## src/rtl/fb_pkg.sv

```systemverilog
// Shared definitions for the framebuffer write path.
//  - Default visible resolution (640x480).
//  - fb_coord_t: 11-bit pixel coordinate, wide enough for either axis.
//  - fb_sched_state_t: write scheduler state (serving clients or sweeping a clear).
//  - fb_in_range(): true when a coordinate pair lies inside the visible area.
package fb_pkg;

  localparam int FB_HRES = 640;
  localparam int FB_VRES = 480;

  typedef logic [10:0] fb_coord_t;

  typedef enum logic {
    SERVE = 1'b0,
    CLEAR = 1'b1
  } fb_sched_state_t;

  // Coordinates are compared against the last valid index rather than the
  // resolution itself, so a resolution of exactly 2048 cannot wrap the bound.
  function automatic logic fb_in_range(input fb_coord_t x, input fb_coord_t y,
                                       input fb_coord_t x_last, input fb_coord_t y_last);
    return (x <= x_last) && (y <= y_last);
  endfunction

endpackage

```

## src/rtl/rr_arbiter2.sv

```systemverilog
// Two-requester round-robin arbiter with a combinational grant.
// Ports:
//  clk, rst   clock and synchronous active-high reset
//  req[1:0]   request vector (bit 0 = client A, bit 1 = client B)
//  en         arbitration enable; no grant is issued while low
//  gnt[1:0]   one-hot (or zero) grant, valid in the same cycle as req
// After reset the last grant is taken to be B, so A wins the first tie.
module rr_arbiter2 (
  input  logic       clk,
  input  logic       rst,
  input  logic [1:0] req,
  input  logic       en,
  output logic [1:0] gnt
);

  // 1 = client B was granted most recently.
  logic last_b_reg;

  always_comb begin
    gnt    = 2'b00;
    gnt[0] = en & req[0] & (~req[1] | last_b_reg);
    gnt[1] = en & req[1] & (~req[0] | ~last_b_reg);
  end

  // Only an actual grant moves the priority pointer.
  always_ff @(posedge clk) begin
    if (rst) begin
      last_b_reg <= 1'b1;
    end else if (en && (|gnt)) begin
      last_b_reg <= gnt[1];
    end
  end

endmodule

```

## src/rtl/fb_write_scheduler.sv

```systemverilog
// Owner of the framebuffer's single pixel write port.
// Shares the port between drawing clients A and B (round-robin) and performs a
// full-screen clear of the back buffer, started on the frame_start pulse that
// follows a clear request.
// Ports:
//  clk, rst               clock and synchronous active-high reset
//  frame_start            one-cycle start-of-frame / buffer-swap pulse
//  clear_req              one-cycle pulse requesting a clear at the next frame_start
//  a_valid/a_x/a_y/a_color, a_ready   client A pixel handshake (ready is combinational)
//  b_valid/b_x/b_y/b_color, b_ready   client B pixel handshake
//  fb_x, fb_y, fb_color, fb_write     registered write command to the framebuffer
//  busy                   high while the clear sweep is running
//  clear_done             one-cycle pulse in the cycle after the last clear write is issued
module fb_write_scheduler
  import fb_pkg::*;
#(
  parameter int   HRES        = FB_HRES,
  parameter int   VRES        = FB_VRES,
  parameter logic CLEAR_COLOR = 1'b0
) (
  input  logic      clk,
  input  logic      rst,
  input  logic      frame_start,
  input  logic      clear_req,
  input  logic      a_valid,
  input  fb_coord_t a_x,
  input  fb_coord_t a_y,
  input  logic      a_color,
  output logic      a_ready,
  input  logic      b_valid,
  input  fb_coord_t b_x,
  input  fb_coord_t b_y,
  input  logic      b_color,
  output logic      b_ready,
  output fb_coord_t fb_x,
  output fb_coord_t fb_y,
  output logic      fb_color,
  output logic      fb_write,
  output logic      busy,
  output logic      clear_done
);

  localparam fb_coord_t X_LAST = fb_coord_t'(HRES - 1);
  localparam fb_coord_t Y_LAST = fb_coord_t'(VRES - 1);

  fb_sched_state_t state_reg;
  logic            clear_pending_reg;
  fb_coord_t       cx_reg;
  fb_coord_t       cy_reg;
  fb_coord_t       fb_x_reg;
  fb_coord_t       fb_y_reg;
  logic            fb_color_reg;
  logic            fb_write_reg;
  logic            clear_done_reg;

  logic [1:0] gnt;
  logic       xfer;
  fb_coord_t  sel_x;
  fb_coord_t  sel_y;
  logic       sel_color;
  logic       start_clear;

  rr_arbiter2 u_arb (
    .clk (clk),
    .rst (rst),
    .req ({b_valid, a_valid}),
    .en  (state_reg == SERVE),
    .gnt (gnt)
  );

  assign a_ready = gnt[0];
  assign b_ready = gnt[1];
  assign xfer    = |gnt;

  always_comb begin
    sel_x     = a_x;
    sel_y     = a_y;
    sel_color = a_color;
    if (gnt[1]) begin
      sel_x     = b_x;
      sel_y     = b_y;
      sel_color = b_color;
    end
  end

  // A request arriving in the same cycle as frame_start starts the clear directly.
  assign start_clear = frame_start & (clear_pending_reg | clear_req);

  always_ff @(posedge clk) begin
    if (rst) begin
      state_reg         <= SERVE;
      clear_pending_reg <= 1'b0;
      cx_reg            <= '0;
      cy_reg            <= '0;
      fb_x_reg          <= '0;
      fb_y_reg          <= '0;
      fb_color_reg      <= 1'b0;
      fb_write_reg      <= 1'b0;
      clear_done_reg    <= 1'b0;
    end else begin
      fb_write_reg   <= 1'b0;
      clear_done_reg <= 1'b0;
      case (state_reg)
        SERVE: begin
          // Off-screen pixels are consumed (ready stays high) but never written;
          // the framebuffer outputs keep their last written values.
          if (xfer && fb_in_range(sel_x, sel_y, X_LAST, Y_LAST)) begin
            fb_x_reg     <= sel_x;
            fb_y_reg     <= sel_y;
            fb_color_reg <= sel_color;
            fb_write_reg <= 1'b1;
          end
          if (start_clear) begin
            state_reg         <= CLEAR;
            clear_pending_reg <= 1'b0;
            cx_reg            <= '0;
            cy_reg            <= '0;
          end else if (clear_req) begin
            clear_pending_reg <= 1'b1;
          end
        end
        CLEAR: begin
          fb_x_reg     <= cx_reg;
          fb_y_reg     <= cy_reg;
          fb_color_reg <= CLEAR_COLOR;
          fb_write_reg <= 1'b1;
          // frame_start is ignored here; a new request is queued for the next frame.
          if (clear_req) begin
            clear_pending_reg <= 1'b1;
          end
          if (cx_reg == X_LAST) begin
            cx_reg <= '0;
            if (cy_reg == Y_LAST) begin
              cy_reg         <= '0;
              state_reg      <= SERVE;
              clear_done_reg <= 1'b1;
            end else begin
              cy_reg <= cy_reg + 11'd1;
            end
          end else begin
            cx_reg <= cx_reg + 11'd1;
          end
        end
        default: state_reg <= SERVE;
      endcase
    end
  end

  assign fb_x       = fb_x_reg;
  assign fb_y       = fb_y_reg;
  assign fb_color   = fb_color_reg;
  assign fb_write   = fb_write_reg;
  assign clear_done = clear_done_reg;
  assign busy       = (state_reg == CLEAR);

endmodule

```

## config.mk

```make
export PLATFORM = sky130hd
export DESIGN_NAME = fb_write_scheduler
export DESIGN_NICKNAME = d
export VERILOG_FILES = /design/src/rtl/fb_pkg.sv /design/src/rtl/rr_arbiter2.sv /design/src/rtl/fb_write_scheduler.sv
export SDC_FILE = /design/constraint.sdc
export NUM_CORES = 1
export LEC_CHECK = 0
export ABC_AREA = 1
export BUFFER_PORTS_ARGS = -buffer_cell sky130_fd_sc_hd__buf_2
export CAP_MARGIN = 0
export CELL_PAD_IN_SITES_DETAIL_PLACEMENT = 1
export CELL_PAD_IN_SITES_GLOBAL_PLACEMENT = 2
export CORE_MARGIN = 3
export CORE_UTILIZATION = 27
export DETAILED_ROUTE_END_ITERATION = 8
export PLACE_DENSITY_LB_ADDON = 0.1
export SYNTH_ARGS = -nofsm -noshare
export SYNTH_HDL_FRONTEND = slang
export SYNTH_HIERARCHICAL = 1
export SYNTH_SLANG_ARGS = --single-unit
export TNS_END_PERCENT = 1
```

## constraint.sdc

```tcl
create_clock -name clk -period 2.8 [get_ports clk]
set_input_delay 0.14 -clock clk [delete_from_list [all_inputs] [get_ports clk]]
set_output_delay 0.14 -clock clk [all_outputs]
set_load 0.02 [all_outputs]
```

Word level (Yosys, flattened, before mapping)

Cells that the tools add are included.

$add $sub $neg: 2
$mul: 0
Divide/modulo/power cells: 0
$lt $le $gt $ge: 2
Eq/ne operators: 5
Shifts and indexed selects: 0
Multiplexer cells: 25
Bitwise operators: 13
Reductions and logical operators: 6

Operator list:

| kind                                                                    | number |
|---|---|
| 11-bit two-way mux                                                      | 8 |
| 11-bit case mux with 2 select lines                                     | 4 |
| 11-bit by 1-bit adder with 11-bit output, second input constant         | 2 |
| 11-bit by 10-bit == test with 1-bit output, second input constant       | 1 |
| 11-bit by 9-bit == test with 1-bit output, second input constant        | 1 |
| 11-bit by 10-bit <= comparator with 1-bit output, second input constant | 1 |
| 11-bit by 9-bit <= comparator with 1-bit output, second input constant  | 1 |
| 1-bit two-way mux                                                       | 9 |
| 1-bit case mux with 2 select lines                                      | 4 |
| 1-bit bitwise AND                                                       | 5 |
| 1-bit NOT                                                               | 5 |
| 2-bit inequality test, second input constant                            | 2 |
| 1-bit logical AND                                                       | 3 |
| 1-bit bitwise OR                                                        | 3 |
| 3-bit OR reduction                                                      | 1 |
| 2-bit by 1-bit inequality test with 1-bit output, second input constant | 1 |
| 2-bit AND reduction                                                     | 1 |
| 2-bit OR reduction                                                      | 1 |

Bits in registers: 50
Bits in latches: 0
RAM bits: 0
Bits in read-only memories: 0
Input bits: 52
Output and inout bits: 28
Logic and storage cells: 63
Memories: 0

Longest topological paths before layout

Gate-level depths: netlist of the first run.

Depth after elaboration: 9
Depth in mapped cells: 19
Gate-level depth less buffers: 15

Hierarchy

Netlist of the first run, hierarchy kept.

Modules (own cells, without submodules):

| module             | instances | cells an instance | area each (um2) | sequential area each (um2) |
|---|---|---|---|---|
| fb_write_scheduler | 1         | 461               | 2,840.2         | 980.9 |
| rr_arbiter2        | 1         | 12                | 72.6            | 20.0 |

Least setup slack after synthesis of the first run

Ideal clock, no wire load.

Kind: register to register
From: register state_reg (netlist: busy)
To: register fb_x_reg[10] (netlist: fb_x[10])
Setup time: 0.113 ns
Arrival: 2.371 ns
Required time: 2.687 ns
Setup slack: 0.316 ns
Stages on the path, launching flop included: 19
Path buffers: 4
Period minus slack after synthesis: 2.484 ns
Cells stage by stage: dfxtp_1 > buf_2 > inv_1 > buf_1 > nand2_1 > inv_2 > nand2_2 > inv_1 > buf_4 > nand2_1 > nand2_1 > nand2_1 > nand2_1 > nand3_2 > nand2_2 > inv_2 > buf_6 > nor2_1 > nor2_1

Longest elaborated chain between the ends: 8
Elaborated cells between the ends (all ways): 15
Those cells by class: order compare (2); eq/ne (1); mux (4); bitwise (5); reduce/logical (3)

RTL lines:

| element                                                                                                             | RTL line                  | source |
|---|---|---|
| start, declared                                                                                                     | fb_write_scheduler.sv:46  | `fb_sched_state_t state_reg;` |
| start signal, assigned                                                                                              | fb_write_scheduler.sv:91  | `state_reg <= SERVE;` |
| start signal, assigned                                                                                              | fb_write_scheduler.sv:114 | `state_reg <= CLEAR;` |
| start signal, assigned                                                                                              | fb_write_scheduler.sv:135 | `state_reg <= SERVE;` |
| 1-bit NOT (no source line) *                                                                                        | -                         |  |
| 1-bit bitwise AND * (2 in series)                                                                                   | rr_arbiter2.sv:22         | `gnt[1] = en & req[1] & (~req[0] \| ~last_b_reg);` |
| named net b_ready                                                                                                   | fb_write_scheduler.sv:34  | `output logic b_ready,` |
| 11-bit two-way mux                                                                                                  | fb_write_scheduler.sv:79  | `if (gnt[1]) begin` |
| 11-bit by 10-bit <= comparator with 1-bit output or 11-bit by 9-bit <= comparator with 1-bit output (tied branches) | fb_pkg.sv:22              | `return (x <= x_last) && (y <= y_last);` |
| 1-bit logical AND                                                                                                   | fb_pkg.sv:22              |  |
| 1-bit logical AND                                                                                                   | fb_write_scheduler.sv:107 | `if (xfer && fb_in_range(sel_x, sel_y, X_LAST, Y_LAST)) begin` |
| 2-bit inequality test (no source line)                                                                              | -                         |  |
| end signal, assigned                                                                                                | fb_write_scheduler.sv:108 | `fb_x_reg <= sel_x;` |
| end signal, assigned                                                                                                | fb_write_scheduler.sv:123 | `fb_x_reg <= cx_reg;` |
| end, declared                                                                                                       | fb_write_scheduler.sv:50  | `fb_coord_t fb_x_reg;` |

The timed path passes the listed nets; every way through them passes the cells marked *. The select of a mux whose other input is x is not followed.
A chain may end at the register's enable or synchronous reset.

Final worst setup path of the first run

From: register state_reg (netlist: busy)
To: register fb_x_reg[10] (netlist: fb_x[10])

Longest elaborated chain between the ends: 8
Elaborated cells between the ends (all ways): 15
Those cells by class: order compare (2); eq/ne (1); mux (4); bitwise (5); reduce/logical (3)

RTL lines:

| element                                                                                                             | RTL line |
|---|---|
| 1-bit NOT (no source line)                                                                                          | - |
| 1-bit bitwise AND (2 in series)                                                                                     | rr_arbiter2.sv:22 |
| 11-bit two-way mux                                                                                                  | fb_write_scheduler.sv:79 |
| 11-bit by 10-bit <= comparator with 1-bit output or 11-bit by 9-bit <= comparator with 1-bit output (tied branches) | fb_pkg.sv:22 |
| 1-bit logical AND                                                                                                   | fb_pkg.sv:22 |
| 1-bit logical AND                                                                                                   | fb_write_scheduler.sv:107 |
| 2-bit inequality test (no source line)                                                                              | - |

Several ways; a longest one is shown, not always the timed one. The select of a mux whose other input is x is not followed.

==> results.txt, run 1 <==
Adding up every negative setup slack in the final design gives 0 ns. The number of hold buffers added after CTS was 0. The tree is rooted in a clkbuf_8. The number of violations of the max-capacitance limit came out at 0. The post-CTS resize count is 0. The yosys synthesis warning count came out at 6.

The die is 110 um tall. The worst register-to-register path has a depth of 13. The post-route clock skew came out at 0.00465 ns.

The via count of the first global-routing pass was 3222. In this run, the number of DRC markers left after iteration 0 of detailed routing was 124. The cell leakage power is 1.65 nW. Fill cells in the final layout number 1414. Counting instances in the post-synthesis netlist gives the leading cell types as nand2_1 (131), nor2_1 (78), dfxtp_1 (50), inv_1 (48), nand3_1 (43). Measured along the x axis, the die boundary spans 110 um. The maximum number of pins on one net before global-route repair is 53. The number of standard-cell rows in the floorplan is 37. The final cycle utilization of the critical path came out at 77.4%. In this run, distinct cell masters in the synthesized netlist total 28. By area the synthesized netlist is led by dfxtp_1 (34%), nand2_1 (17%), nor2_1 (10%). The total global-route track usage came out at 17.6%. STA classifies the critical path startpoint as a flip-flop. For this run, the leading register cell type out of synthesis is dfxtp_1. Global routing finished with a remaining overflow of 0. In this run the critical register-to-register path is captured at fb_x[10]$_SDFFE_PP0P_. The multi-input combinational cell area is 0.00160 mm2. The final-report max-slew violation count came out at 0. The number of placed I/O pins is 80. The time the worst path needs with I/O delays and setup is 2.17 ns. The number of flops mapped to enable cells by yosys is 0. The largest area contributor in the netlist is dfxtp_1. The total iterations of the first detailed-routing run came out at 4. The worst hold path belongs to the class input pin to flip-flop.

Setup repair after global routing left no endpoint under its margin. The relative max-transition margin came out at 65.1%. TritonCTS built the clock tree. For this design, the sink count on the clock tree is 50.

After synthesis, the share of flip-flops with an asynchronous set or reset is 0%. The number of H-tree branching levels is 2. The layout net count is 599. The critical path is of the flip-flop to flip-flop type.

The startpoint of the lowest-slack register-to-register path is busy$_SDFF_PP0_. The clock-pin slew on the worst setup and hold paths is 0.10 ns. In this run the cell area of the synthesized design comes to 0.00291 mm2. The sum of net half-perimeters after detailed placement came out at 7.78 mm. The cell count after synthesis is 473. Routability-driven placement finished with a final weighted congestion of 0.754. The data required time at the worst endpoint is 3.01 ns.

In this run the post-CTS setup repair buffer count came out at 0. Synthesis produced a netlist with a net count of 527. The startpoint of the most critical hold path is frame_start. The initial antenna violation count is 0. The standard cell core area came out at 0.0104 mm2.

The routed length per instance is 15.2 um. The average footprint of a synthesized cell came out at 6.16 um2. The final number of hold-violating endpoints is 0. In this run, synthesis produced a sequential element count of 50. Of the synthesized area, sequential elements account for 34.4%. For this configuration, the core starts out at a cell density of 28.0%.

Across all layers, the routed design uses 3216 vias. The layout overhead on the synthesized area came out at 21.2%. Registers take 0.00100 mm2. Data arrives at the worst endpoint at 2.38 ns. In the routed layout, each cell is associated on average with a via count of 4.72. The top fanout value on the critical path is 32. For this run, design rule violations remaining after detail routing come to 0. The later-pin clock latency in the skew report is 0.31 ns. Based on the critical path, the design can be clocked at up to 461 MHz. The largest vdd supply drop is 0.000173 V. Yosys instantiated no cell more often than nand2_1. The proportion of netlist area held by the largest area contributor came out at 34.4%. The residual antenna-violating net count after detailed routing came out at 0.

The path with the worst hold slack has its endpoint at clear_pending_reg$_SDFF_PP0_. The number of CTS-inserted buffers came out at 5. The power density normalized to cell area came out at 467 mW/mm2. The count of antenna diodes in the layout is 0. The setup violation total in the final timing report came out at 0. Total power for the finished layout comes to 1.65 mW. For the pin with the worst max-slew slack, the measured transition is 0.524 ns. The fraction of final layout cells sized beyond drive strength 1 is 19.0%. The buffer depth of the longest clock path came out at 2. During placement, the flow inserted port buffers numbering 79. The die covers 0.0121 mm2. The flow ran to the end, and the final reports show no timing, DRC or antenna violations. The type of destination of the critical path is a flip-flop. The global-route wire length before repair is 16.4 mm. The routed wire length came out at 10.4 mm. The worst hold path depth came out at 2. The slack of the worst reg-to-reg path came out at 0.63 ns.
-- placed cells by master (no fill, tap or decap), types with 2 or more instances in the layout --
| cell type | instances |
|---|---|
| inv_1 | 48 |
| nand4_1 | 8 |
| buf_2 | 79 |
| buf_4 | 8 |
| o31ai_1 | 11 |
| ha_1 | 2 |
| nand2_2 | 2 |
| inv_2 | 3 |
| nand3_1 | 43 |
| nor3_1 | 4 |
| nand3_2 | 2 |
| o21ai_0 | 15 |
| nand3b_1 | 11 |
| o21bai_1 | 3 |
| nor2_1 | 78 |
| dfxtp_1 | 50 |
| a21oi_1 | 33 |
| clkbuf_8 | 5 |
| nand2_1 | 131 |
| clkinv_2 | 2 |
-- per-layer routing --
layer	wire length, um	global-route usage (%)	up-vias
met5	0	0	-
met4	75	3.12	0
met3	403	3.11	4
met2	5070	30.2	67
met1	4820	23.1	1491
li1	-	-	1654
-- worst max-delay path by stage --
stage,start,endpoint,slack (ns),cells after the start
6_report,busy$_SDFF_PP0_,fb_x[10]$_SDFFE_PP0P_,0.63,13
4_1_cts,busy$_SDFF_PP0_,fb_x[10]$_SDFFE_PP0P_,0.61,13
5_1_grt,busy$_SDFF_PP0_,fb_x[10]$_SDFFE_PP0P_,0.39,15
3_3_place_gp,busy$_SDFF_PP0_,fb_y[9]$_SDFFE_PP0P_,0.70,13
2_1_floorplan,busy$_SDFF_PP0_,fb_x[10]$_SDFFE_PP0P_,0.32,18
3_5_place_dp,busy$_SDFF_PP0_,fb_x[10]$_SDFFE_PP0P_,0.62,13
-- cell type report --
cell class | count | share of cell area [%]
clock inverter | 3 | 1.13
clock buffer | 5 | 1.95
timing repair buffer | 87 | 12.9
inverter | 52 | 5.53
multi-input combinational | 349 | 45.3
tap | 136 | 4.82
sequential | 50 | 28.3
-- logic make-up (layout without fill, tap and decap cells) --
kind of cell | Yosys count | in the layout | synth area share [%]
fa+ha+maj | 2 | 2 | 0.859
flops | 50 | 50 | 34.4
compound gates | 67 | 67 | 13.2
simple gates | 280 | 280 | 40.9
buf+inv | 74 | 147 | 10.7
-- report_power, final --
group          switching (mW)  internal, mW
Clock                   0.268         0.264
Combinational           0.230         0.121
Sequential             0.0205         0.744
Total                   0.518          1.13
-- through the flow --
step	hold slack (ns)	util, %	setup WS (ns)	std cells	cell area (um2)
floorplan	0.231	-	0.316	473	2910
global placement	0.380	32.9	0.702	674	3420
detailed placement	0.393	32.9	0.625	674	3420
CTS	0.0479	33.9	0.611	682	3530
global route	0.0434	33.9	0.394	682	3530
finish	0.0626	33.9	0.632	682	3530
-- critical path, cell delays in order, from the launching register on --
cell	delay [ns]
dfxtp_1	0.33
inv_1	0.07
buf_4	0.33
nand2_1	0.13
a21oi_1	0.19
inv_1	0.06
nand2_1	0.06
nand2_1	0.05
nor2_1	0.16
nand3_2	0.12
nand2_2	0.21
inv_2	0.16
nor2_1	0.14
nor2_1	0.06
(Power assumes the default switching activity.)
==> run 2, diff against run 1 <==
ABC_AREA = 0   (was 1)
CORE_UTILIZATION = 26   (was 27)
clock period = 1.8 ns   (was 2.8 ns; I/O delays follow)
==> results.txt, run 2 <==
The power density normalized to cell area is 620 mW/mm2 (+33%). The sum of buffers and inverters on the critical path is 1 (-3). The power after layout is 2.34 mW (+42%). The startpoint-to-endpoint class of the critical path is flip-flop to flip-flop. The global-route wire length before repair is 15.3 mm (-6.5%).

The transition time of the tightest slew-check pin is 0.377 ns (-0.146 ns). The die height came out at 106 um (-4.0%). STA classifies the critical path endpoint as a flip-flop. The cell leakage power is 1.56 nW (-5.6%). STA classifies the critical path startpoint as a flip-flop.

The cell count after synthesis came out at 315 (-33%). The total iterations of the first detailed-routing run came out at 4 (unchanged). The area growth from synthesis to layout is 46.9%. The average footprint of a synthesized cell was 8.17 um2 (+33%). The full die area was 0.0111 mm2 (-7.8%). The signal arrival time at the worst endpoint is 2.13 ns (-0.25 ns). The setup total negative slack is -0.960 ns (-0.960 ns).

The relative max-transition margin was 74.8% (+9.8 points). The total of flip-flops plus latches after synthesis came out at 50 (unchanged). The async set or reset register ratio after synthesis came to 0% (unchanged). The routed wire length is 9.27 mm (-11%). The global placement routability congestion is 0.772 (+2.4%).

The top fanout value on the critical path came out at 9 (-72%). The maximum number of pins on one net before global-route repair was 35 (-34%). The sum of net half-perimeters after detailed placement came out at 7.09 mm (-8.9%). The final worst hold slack is 0.0156 ns (-0.0469 ns).

The clock-pin slew on the worst setup and hold paths came out at 0.10 ns (about the same). The via count of the first global-routing pass came to 2924 (-9.2%). The final cycle utilization of the critical path is 104% (+27 points). The pre-CTS worst setup slack is -0.222 ns (-0.846 ns). Traced cell by cell, the critical path runs through or4b_4 -> or3_4 -> nor3_4 -> buf_6 -> a41oi_2 -> a31oi_1. The number of filler instances in the final layout is 1185 (-16%). The stage delay of the slowest cell on the critical path came out at 0.55 ns (+0.22 ns).

The count of port buffers added during placement came out at 79 (unchanged). The time the worst path needs with I/O delays and setup is 1.88 ns (-0.290 ns). The detailed-route DRC error count is 0 (unchanged). The fraction of final layout cells sized beyond drive strength 1 came to 45.0% (+26 points).

The initial cell density of the core came out at 27.3% (-0.62 points). The count of antenna diodes in the layout came out at 0 (unchanged). The via total after detailed routing came out at 2845 (-12%).

The residual antenna-violating net count after detailed routing came to 0 (unchanged). The slack of the worst reg-to-reg path came out at -0.08 ns (-0.71 ns). For this run, the leading register cell type out of synthesis is dfxtp_1. The largest total area in the synthesized netlist belongs to dfxtp_1.

Among all cell types in the netlist, the one instantiated most often is nand2_1. The buffer depth of the longest clock path is 2 (unchanged). The post-synth net total came to 369 (-30%).

The tightest min-delay check is of the input pin to flip-flop type. The layout net count was 495 (-17%). The vias per cell came out at 4.98 (+5.7%). The tree is rooted in a clkbuf_8.

The later-pin clock latency in the skew report is 0.31 ns (about the same). The routed length per instance came to 16.2 um (+6.9%). The standard cell core area is 0.00942 mm2 (-9.6%). The checks that failed: setup timing.

The yosys synthesis warning count was 6 (unchanged). The setup violation total in the final timing report came to 28 (+28). The post-synthesis cell area was 0.00257 mm2 (-12%). The number of H-tree branching levels is 2 (unchanged). In the layout the commonest cells are buf_2 (79), buf_4 (52), nand2_1 (49). Setup repair after global routing could not meet its margin everywhere. In the synthesized netlist, the cells that appear most often are nand2_1 (51), dfxtp_1 (50), a31oi_1 (27), nand3_1 (27), nor2_1 (26). The number of clock sinks is 50 (unchanged). The first-iteration detailed-routing DRC count is 96 (-23%). The die width was 106 um (-4.0%). The smallest setup slack after layout is -0.0787 ns (-0.710 ns). The data required time at the worst endpoint came to 2.05 ns (-0.96 ns).

The number of flops mapped to enable cells by yosys was 0 (unchanged). The number of hold buffers added after CTS came to 0 (unchanged). The proportion of netlist area held by the largest area contributor came out at 38.9% (+4.5 points). The final number of hold-violating endpoints is 0 (unchanged). The number of violations of the max-capacitance limit came to 0 (unchanged). The library cell used most frequently in the layout, excluding fill and tap cells, is buf_2.

The number of standard-cell rows in the floorplan is 35 (-5.4%). The global-route congestion overflow total came out at 0 (unchanged). The total global-route track usage came out at 16.9% (-0.68 points). Yosys attributes the largest share of cell area to dfxtp_1 (39%), mux2_2 (7.9%), nand2_1 (7.4%). The kind of cell with the highest combined delay on the critical path is simple AND/OR/NAND/NOR gates. The portion of the post-synthesis area used by sequential elements came out at 38.9% (+4.5 points). TritonCTS built the clock tree. The largest vdd supply drop came out at 0.000272 V (+57%). The post-route clock skew came to 0.00950 ns (+0.00485 ns). The achievable clock frequency came out at 532 MHz (+15%). The number of distinct library cell variants in the gate-level netlist after synthesis came out at 51 (+82%).

The number of CTS-inserted buffers came to 5 (unchanged). The initial antenna violation count was 0 (unchanged). The cell with the largest stage delay on the worst path is or4b_4. The final-report max-slew violation count is 0 (unchanged).

The flow ran to the end, but the final reports show violations. The number of placed I/O pins came out at 80 (unchanged).
-- run 2: cells by family after synthesis --
kind of cell / share of synthesized area (%)
AO/OA/AOI/OAI: 19.7
flip-flops: 38.9
buffers and inverters: 3.55
XOR/XNOR: 0.680
multiplexers: 8.26
AND/OR/NAND/NOR: 28.0
adder cells (fa/ha/maj): 0.972
-- run 2: final timing paths --
kind,startpoint,endpoint,depth (start not counted)
hold reg to reg,fb_x[9]$_SDFFE_PP0P_,fb_x[9]$_SDFFE_PP0P_,2
setup / recovery,cx_reg[8]$_SDFFE_PP0P_,cy_reg[10]$_SDFFE_PP0P_,6
setup reg to reg,cx_reg[8]$_SDFFE_PP0P_,cy_reg[10]$_SDFFE_PP0P_,6
hold / removal,frame_start,clear_pending_reg$_SDFF_PP0_,2
-- run 2: timing repair --
action	CTS	global route
pin swaps	7	2
setup buffers	3	1
setup endpoints to repair	35	41
resized for setup	23	12
endpoints found under the hold margin	0	0
-- run 2: worst register-to-register path, cell delays in order (launching register included) --
cell,delay (ns)
dfxtp_1,0.32
or4b_4,0.55
or3_4,0.36
nor3_4,0.18
buf_6,0.17
a41oi_2,0.11
a31oi_1,0.13
-- run 2: power breakdown --
| part | total [mW] | switching [mW] | internal (mW) |
|---|---|---|---|
| clock network | 0.771 | 0.410 | 0.360 |
| logic | 0.440 | 0.237 | 0.203 |
| registers | 1.13 | 0.0109 | 1.12 |
| total | 2.34 | 0.659 | 1.69 |
-- run 2: layout make-up --
cell class	instances	area (um2)	area share, %
Sequential cell	50	1010	26.7
Clock inverter	1	7.51	0.198
Multi-Input combinational cell	243	1630	43.0
Clock buffer	7	97.6	2.58
Inverter	3	13.8	0.364
Tap cell	129	161	4.27
Timing Repair Buffer	138	868	23.0
-- run 2: layer usage --
metal  vias to the layer above  track usage (%)  wire [um]
met2                        64             26.2       3960
li1                       1405                -          -
met1                      1368             24.3       4800
met5                         -                0          0
met4                         0             3.89         91
met3                         8             2.94        422
-- run 2: stage by stage --
stage / area, um2 / util (%) / instances
6_report: 3780 / 40.2 / 571
5_1_grt: 3780 / 40.2 / 571
4_1_cts: 3740 / 39.7 / 570
3_5_place_dp: 3510 / 37.3 / 559
3_3_place_gp: 3510 / 37.3 / 559
2_1_floorplan: 2650 / - / 315
==> run 3, diff against run 2 <==
REMOVE_ABC_BUFFERS = 1   (was not set)
==> results.txt, run 3 (synthesized netlist as in run 2, its figures left out) <==
The worst setup path is captured at a flip-flop. The routed wire length came out at 8.99 mm (-3.0%). The post-route clock skew came out at 0.00464 ns (-0.00486 ns). The die height came to 106 um (unchanged). The library cells used most frequently in the layout, excluding fill and tap cells, are buf_2 (79), buf_4 (56), nand2_1 (48), dfxtp_1 (48). The via count of the first global-routing pass came to 2882 (-1.4%). The fraction of final layout cells sized beyond drive strength 1 was 44.4% (-0.63 points).

The number of cells in the finished layout apart from fillers came out at 575 (+0.70%). The vias per cell was 4.91 (-1.4%). The smallest setup slack after layout was -0.159 ns (-0.0800 ns). The clock-pin slew on the worst setup and hold paths is 0.10 ns (about the same). The data required time at the worst endpoint was 2.04 ns (about the same). The setup total negative slack is -2.06 ns (-1.10 ns). The global-route congestion overflow total is 0 (unchanged).

The tightest min-delay check is of the input pin to flip-flop type. The die width is 106 um (unchanged). Setup repair after global routing could not meet its margin everywhere. The achievable clock frequency came out at 511 MHz (-4.1%).

The flow ran to the end, but the final reports show violations. The number of clock sinks came out at 50 (unchanged). The top fanout value on the critical path is 5 (-4). The count of antenna diodes in the layout is 0 (unchanged). The checks that failed: setup timing.

The number of filler instances in the final layout is 1195 (+0.84%). The later-pin clock latency in the skew report came out at 0.30 ns (about the same). The number of H-tree branching levels is 2 (unchanged). The number of CTS-inserted buffers is 5 (unchanged).

The global placement routability congestion came to 0.737 (-4.5%). The final-report max-slew violation count is 0 (unchanged). The transition time of the tightest slew-check pin is 0.486 ns (+0.109 ns). The number of placed I/O pins is 80 (unchanged). The detailed-route DRC error count came to 0 (unchanged). The sum of net half-perimeters after detailed placement is 6.63 mm (-6.5%). The maximum number of pins on one net before global-route repair is 35 (unchanged). The worst setup path is of the flip-flop to flip-flop kind. The signal arrival time at the worst endpoint came out at 2.20 ns (+0.07 ns). The total iterations of the first detailed-routing run was 4 (unchanged). Compared with the post-synthesis result, the final layout area differs by 46.0%. The placed cell count was 562 (+0.54%).

TritonCTS built the clock tree. The via total after detailed routing is 2824 (-0.74%). The time the worst path needs with I/O delays and setup is 1.96 ns (+0.0800 ns). The number of standard-cell rows in the floorplan came out at 35 (unchanged).

The global-route wire length before repair is 14.8 mm (-3.1%). The layout net count is 499 (+0.81%). The tree is rooted in a clkbuf_8.

The residual antenna-violating net count after detailed routing is 0 (unchanged). The final instance area came out at 0.00376 mm2 (-0.60%). The final cycle utilization of the critical path came out at 109% (+4.4 points).

The first-iteration detailed-routing DRC count is 108 (+13%). The number of violations of the max-capacitance limit came out at 0 (unchanged). The final cell utilization of the core is 39.9% (-0.24 points). The relative max-transition margin is 67.6% (-7.2 points). The initial cell density of the core is 27.3% (unchanged).

The total global-route track usage came to 16.3% (-0.62 points). The largest vdd supply drop is 0.000271 V (-0.65%). The total cell area at the placement stage came to 0.00351 mm2 (+0.11%).

The most common cell after layout, fill and taps aside is buf_2. The final number of hold-violating endpoints is 0 (unchanged). The standard cell core area is 0.00942 mm2 (unchanged).

The power density normalized to cell area was 612 mW/mm2 (-1.2%). The cell leakage power came out at 1.57 nW (+0.45%). The routed length per instance came out at 15.6 um (-3.7%). The initial antenna violation count is 0 (unchanged).

The buffer depth of the longest clock path is 2 (unchanged). The count of port buffers added during placement came out at 79 (unchanged). The worst setup path is launched from a flip-flop. The setup violation total in the final timing report was 30 (+7.1%).

The full die area is 0.0111 mm2 (unchanged).
==> run 3: layer usage <==
metal  up-vias  part of all wire, %  global-route usage [%]
li1       1410                    -                       -
met1      1346                   52                    23.5
met2        64                   42                    25.2
met3         4                  4.3                    2.94
met4         0                 0.79                    3.61
met5         -                    0                       0
==> run 3: what timing repair did <==
item,4_1_cts,5_1_grt
pin swaps,5,3
hold buffers,1,0
setup endpoints to repair,40,46
endpoints found under the hold margin,1,0
cloned,1,0
setup buffers,4,0
gates resized for setup,25,6
==> run 3: through the flow <==
stage | setup WS, ns | total power, mW | hold slack [ns]
after detailed placement | -0.238 | 1.57 | 0.326
after global routing | -0.308 | 2.41 | 0.0983
after floorplan | -2.98 | 1.34 | 0.159
after global placement | -0.190 | 1.56 | 0.310
after CTS | -0.174 | 2.33 | 0.0684
final | -0.159 | 2.30 | 0.0770
==> run 3: worst max-delay path, stage by stage (launching register included) <==
cell	delay, ns
dfxtp_2	0.33
or4b_4	0.55
or3_4	0.37
nor3_4	0.22
buf_4	0.19
a41oi_2	0.10
a31oi_1	0.14
==> run 3: worst paths after layout <==
check	slack, ns	from	cells past startpoint	to
setup / recovery	-0.16	cx_reg[7]$_SDFFE_PP0P_	6	cy_reg[10]$_SDFFE_PP0P_
setup reg to reg	-0.16	cx_reg[7]$_SDFFE_PP0P_	6	cy_reg[10]$_SDFFE_PP0P_
hold reg to reg	0.46	fb_x[9]$_SDFFE_PP0P_	2	fb_x[9]$_SDFFE_PP0P_
hold / removal	0.08	clear_req	3	clear_pending_reg$_SDFF_PP0_
==> run 3: area by class of cell <==
type                            count  area [um2]  share of cell area, %
Sequential cell                    50        1000                   26.7
Clock inverter                      1        5.00                  0.133
Inverter                            3        11.3                  0.300
Tap cell                          129         161                   4.29
Timing Repair Buffer              142         902                   24.0
Clock buffer                        7        86.3                   2.30
Multi-Input combinational cell    243        1590                   42.3
==> run 3: where the power goes <==
part           internal [mW]  switching (mW)  leakage, nW
registers               1.12         0.00943        0.405
logic                  0.213           0.236         1.11
clock network          0.312           0.409       0.0482
total                   1.65           0.654         1.57
